<file path="src/rtl/uart_tx_fsm_ser.sv">
// UART TX control stage: captures a word, serializes it LSB first, and sequences
// the frame (start, data, optional parity, stop) through MUX_SEL. Optional macro: UART_TX_TWO_STOP_EN.
module uart_tx_fsm_ser #(
    parameter int DATA_WIDTH = 8
) (
    input  logic                  CLK,
    input  logic                  RST,
    input  logic [DATA_WIDTH-1:0] P_DATA,
    input  logic                  DATA_VALID,
    input  logic                  PAR_EN,
    input  logic                  PAR_TYP,
    output logic [1:0]            MUX_SEL,
    output logic                  SER_DATA,
    output logic                  PAR_BIT,
    output logic                  BUSY
);

    localparam int CW = (DATA_WIDTH > 1) ? $clog2(DATA_WIDTH) : 1;
    localparam logic [CW-1:0] LAST = CW'(DATA_WIDTH - 1);

    typedef enum logic [2:0] {
        IDLE,
        START,
        DATA,
        PARITY,
        STOP
`ifdef UART_TX_TWO_STOP_EN
        , STOP2
`endif
    } state_t;

    state_t                state_q, state_d;
    logic [DATA_WIDTH-1:0] shift_q, shift_d;
    logic [CW-1:0]         cnt_q, cnt_d;
    logic                  par_en_q, par_en_d;
    logic                  par_bit_q, par_bit_d;
    logic                  accept;

    // New words are only taken while the line idles at the (final) stop level.
`ifdef UART_TX_TWO_STOP_EN
    assign accept = DATA_VALID && ((state_q == IDLE) || (state_q == STOP2));
`else
    assign accept = DATA_VALID && ((state_q == IDLE) || (state_q == STOP));
`endif

    always_ff @(posedge CLK or negedge RST) begin
        if (!RST) begin
            state_q <= IDLE;
        end else begin
            state_q <= state_d;
        end
    end

    always_comb begin
        state_d = state_q;
        case (state_q)
            IDLE:    if (accept) state_d = START;
            START:   state_d = DATA;
            DATA:    if (cnt_q == LAST) state_d = par_en_q ? PARITY : STOP;
            PARITY:  state_d = STOP;
`ifdef UART_TX_TWO_STOP_EN
            STOP:    state_d = STOP2;
            STOP2:   state_d = accept ? START : IDLE;
`else
            STOP:    state_d = accept ? START : IDLE;
`endif
            default: state_d = IDLE;
        endcase
    end

    always_comb begin
        MUX_SEL = 2'b01;
        case (state_q)
            START:   MUX_SEL = 2'b00;
            DATA:    MUX_SEL = 2'b10;
            PARITY:  MUX_SEL = 2'b11;
            default: MUX_SEL = 2'b01;
        endcase
        BUSY     = (state_q != IDLE);
        SER_DATA = shift_q[0];
        PAR_BIT  = par_bit_q;
    end

    always_comb begin
        shift_d   = shift_q;
        cnt_d     = cnt_q;
        par_en_d  = par_en_q;
        par_bit_d = par_bit_q;
        if (accept) begin
            shift_d   = P_DATA;
            cnt_d     = '0;
            par_en_d  = PAR_EN;
            par_bit_d = (^P_DATA) ^ PAR_TYP;
        end else if (state_q == DATA) begin
            shift_d = shift_q >> 1;
            cnt_d   = (cnt_q == LAST) ? '0 : cnt_q + CW'(1);
        end
    end

    always_ff @(posedge CLK or negedge RST) begin
        if (!RST) begin
            shift_q   <= '0;
            cnt_q     <= '0;
            par_en_q  <= 1'b0;
            par_bit_q <= 1'b0;
        end else begin
            shift_q   <= shift_d;
            cnt_q     <= cnt_d;
            par_en_q  <= par_en_d;
            par_bit_q <= par_bit_d;
        end
    end

endmodule

</file>
<file path="config.mk">
export PLATFORM = sky130hd
export DESIGN_NAME = uart_tx_fsm_ser
export DESIGN_NICKNAME = d
export VERILOG_FILES = /design/src/rtl/uart_tx_fsm_ser.sv
export SDC_FILE = /design/constraint.sdc
export NUM_CORES = 1
export LEC_CHECK = 0
export CAP_MARGIN = 20
export CORE_ASPECT_RATIO = 0.9
export CORE_UTILIZATION = 40
export DETAILED_ROUTE_END_ITERATION = 7
export DONT_BUFFER_PORTS = 1
export GPL_TIMING_DRIVEN = 1
export SLEW_MARGIN = 20
export SYNTH_ARGS = -nofsm -noshare
export SYNTH_HDL_FRONTEND = slang
export SYNTH_SLANG_ARGS = --single-unit
</file>
<file path="constraint.sdc">
create_clock -name CLK -period 4.6 [get_ports CLK]
set_clock_uncertainty 0.15 [all_clocks]
set_input_delay 0.46 -clock CLK [delete_from_list [all_inputs] [get_ports CLK]]
set_output_delay 0.46 -clock CLK [all_outputs]
set_load 0.02 [all_outputs]
</file>
==> reports/results.tsv <==
stage	metric	value	unit
flow_run	drv_cap	0	
final_layout	area_growth	2.64	%
synthesis	synth.cell_area	853	um^2
sta	timing.setup.tns	0	ns
clock_tree	cts_tree	built	
clock_tree	clock_path_buffers	2	
final_layout	fillers	187	
global_routing	gr-total-overflow	0	
global_routing	antenna_found_initial	0	
place	place_congestion	0.729	
floorplan	num_rows	15	
final_layout	layout_commonest_cell	dfrtp_1	
sta	worst_slack	2.57	ns
synthesis	ys_ff_latch	16	
routing	wl_per_cell	13.2	um
place	place_hpwl	1020	um
setup_path	cp_num_buf_inv	0	
sta	worstMarginPinSlew	0.719	ns
sta	fmax	491	MHz
synthesis	ys_types	25	
global_routing	grt_pass1_vias	498	
synthesis	yosys_warnings	0	
setup_path	crit_start	state_q[1]	
pwr	peakVddDrop	0.285	mV
routing	drt-initial-drc-count	6	
setup_path	endpoint_kind	flip-flop	
sta	setup_viol	0	
final_layout	final_cell_mix	dfrtp_1, nand2_1, mux2i_1, xnor2_1	
floorplan	die_y	45.8	um
place	dp_slack	2.56	ns
pwr	clock_power_share	12.3	%
final_layout	ff_latch_area	400	um^2
sta	timing.slew.headroom	51.9	%
setup_path	worst-path-max-fanout	18	
pwr	seqPwrFrac	44.7	%
pwr	swShare	41.0	%
outcome	status	completed	
floorplan	die_w	50.7	um
setup_path	cp_top_family	simple AND/OR/NAND/NOR gates	
setup_path	crit_cells	4	
clock_tree	cts_resized	0	
min_path	hold_path.class	in -> reg	
synthesis	ys_seq_area_share	46.9	%
clock_tree	worstSkewPairLatency	0.28	ns
min_path	hold_depth	2	
global_routing	grt_pass1_wl	2170	um
final_layout	antenna_cells	0	
clock_tree	numCtsBuffers	3	
final_layout	multi_input_area	397	um^2
sta	timing_hold_violations_final	0	
synthesis	avgSynthCellArea	11.2	um^2
pwr	powerDensity	664	nW/um^2
pwr	p_int	0.343	mW
routing	drc_errors	0	
sta	final_max_slew_viol_count	0	
sta	period_minus_slack	2.03	ns
routing	viasPerCell	5.09	
setup_path	crit_end	shift_q[6]	
setup_path	reg2reg_depth	4	
final_layout	num-nets-final	93	
routing	drt-pass1-iter-count	4	
clock_tree	cts.clk_slew.worst_paths	0.09	ns
clock_tree	cts_setup_buffers	0	
routing	routed_wl	1330	um
floorplan	core-area	1970	um^2
setup_path	slowest_stage	nor3b_4	
setup_path	worstPathArrival	2.03	ns
final_layout	drive_gt1_share	10.5	%
synthesis	synthCells	76	
routing	vias	514	
setup_path	cp_cell_sequence	nor3b_4 -> nor2_2 -> nor3_1 -> a221oi_2	
clock_tree	cts_sinks	16	
setup_path	r2r-start	state_q[1]	
setup_path	rrSetupSlack	2.57	ns
place	place.port_buffers	0	
pwr	switchingPower	0.238	mW
setup_path	critPathLaunchType	flip-flop	
setup_path	required	4.59	ns
global_routing	grt_use_total	13.4	%
routing	ant_nets	0	
synthesis	syn_nets	91	
setup_path	rr_endpoint	shift_q[6]	
setup_path	max_stage_delay	0.65	ns
setup_path	crit_type	reg -> reg	
floorplan	boundaryPins	18	
pwr	p_leak	0.397	nW
sta	fin_crit_sh	44.2	%
floorplan	initial_core_util	43.3	%
clock_tree	root_buffer	clkbuf_4	
global_routing	grt_max_degree	19	
sta	rsz0062_at_grt	no	
floorplan	die-area	2320	um^2
clock_tree	h-tree-depth	1	
clock_tree	cts_hold_buffers	1	
pwr	combPwrFrac	43.1	%
[area by class of cell]
type | count | share of cell area [%]
clock buffers | 3 | 2.57
flip-flops and latches | 16 | 45.7
inverters | 4 | 1.71
well taps | 25 | 3.57
multi-input cells | 52 | 45.3
repair buffers | 1 | 1.14
[synth_stat cells]
library cell  number  area [um^2]
a21oi_1            3         15.0
o21ai_0            3         15.0
nor2_1             3         11.3
mux2_2             1         11.3
or3_1              1         6.26
nand2_1            7         26.3
xnor2_1            6         52.6
a221oi_2           1         15.0
xor2_1             1         8.76
inv_1              4         15.0
o21ai_1            4         20.0
buf_6              3         33.8
nor2_2             1         6.26
nor3b_1            1         7.51
nand2b_1           3         18.8
mux2i_1            6         60.1
ha_1               2         25.0
xnor3_1            1         22.5
dfrtp_1           16          400
nor3b_4            1         18.8
buf_4              1         7.51
nor3_1             2         10.0
mux2_4             1         15.0
a22o_1             3         26.3
nand3_1            1         5.00
[worst min-delay path by stage]
stage | startpoint | end
after floorplan | RST | PAR_BIT
after global placement | RST | shift_q[0]
after detailed placement | RST | shift_q[0]
after CTS | PAR_EN | par_en_q
after global routing | P_DATA[7] | shift_q[7]
final | PAR_EN | par_en_q
[metal layers]
metal | vias up | share of wire [%] | GRT usage, %
met3 | 2 | 9.0 | 7.00
met2 | 16 | 42 | 18.4
met1 | 236 | 48 | 17.8
met5 | - | 0 | 0
met4 | 0 | 0.90 | 5.00
li1 | 260 | - | -
[power by group through the flow]
| stage | Combinational (mW) | Sequential (mW) | Clock (mW) |
|---|---|---|---|
| final | 0.250 | 0.260 | 0.0713 |
| after global routing | 0.280 | 0.269 | 0.0786 |
| after CTS | 0.255 | 0.260 | 0.0746 |
| after detailed placement | 0.250 | 0.263 | 0 |
| after global placement | 0.244 | 0.262 | 0 |
| after floorplan | 0.260 | 0.241 | 0 |
[flip-flops by register name, summed over array words and instances, names as in the netlist]
name,cells
PAR_BIT,1
cnt_q,3
par_en_q,1
shift_q,8
state_q,3
[logic make-up (layout without fill, tap and decap cells)]
logic type	Yosys count	after routing	synth area share, %
flops	16	16	46.9
simple gates	20	20	12.9
buf+inv	8	8	6.60
fa+ha+maj	2	2	2.93
xor+xnor	8	8	9.82
compound gates	14	14	10.7
mux	8	8	10.1
[metrics by stage]
stage | hold slack, ns | cells | total power [mW] | area, um^2 | utilization, %
5_1_grt | 0.157 | 101 | 0.627 | 876 | 44.4
3_3_place_gp | 0.0149 | 97 | 0.506 | 843 | 42.8
2_1_floorplan | 0.0144 | 76 | 0.501 | 853 | -
4_1_cts | 0.136 | 101 | 0.590 | 876 | 44.4
3_5_place_dp | 0.0149 | 97 | 0.513 | 843 | 42.8
6_report | 0.140 | 101 | 0.581 | 876 | 44.4
(Power assumes the default switching activity.)
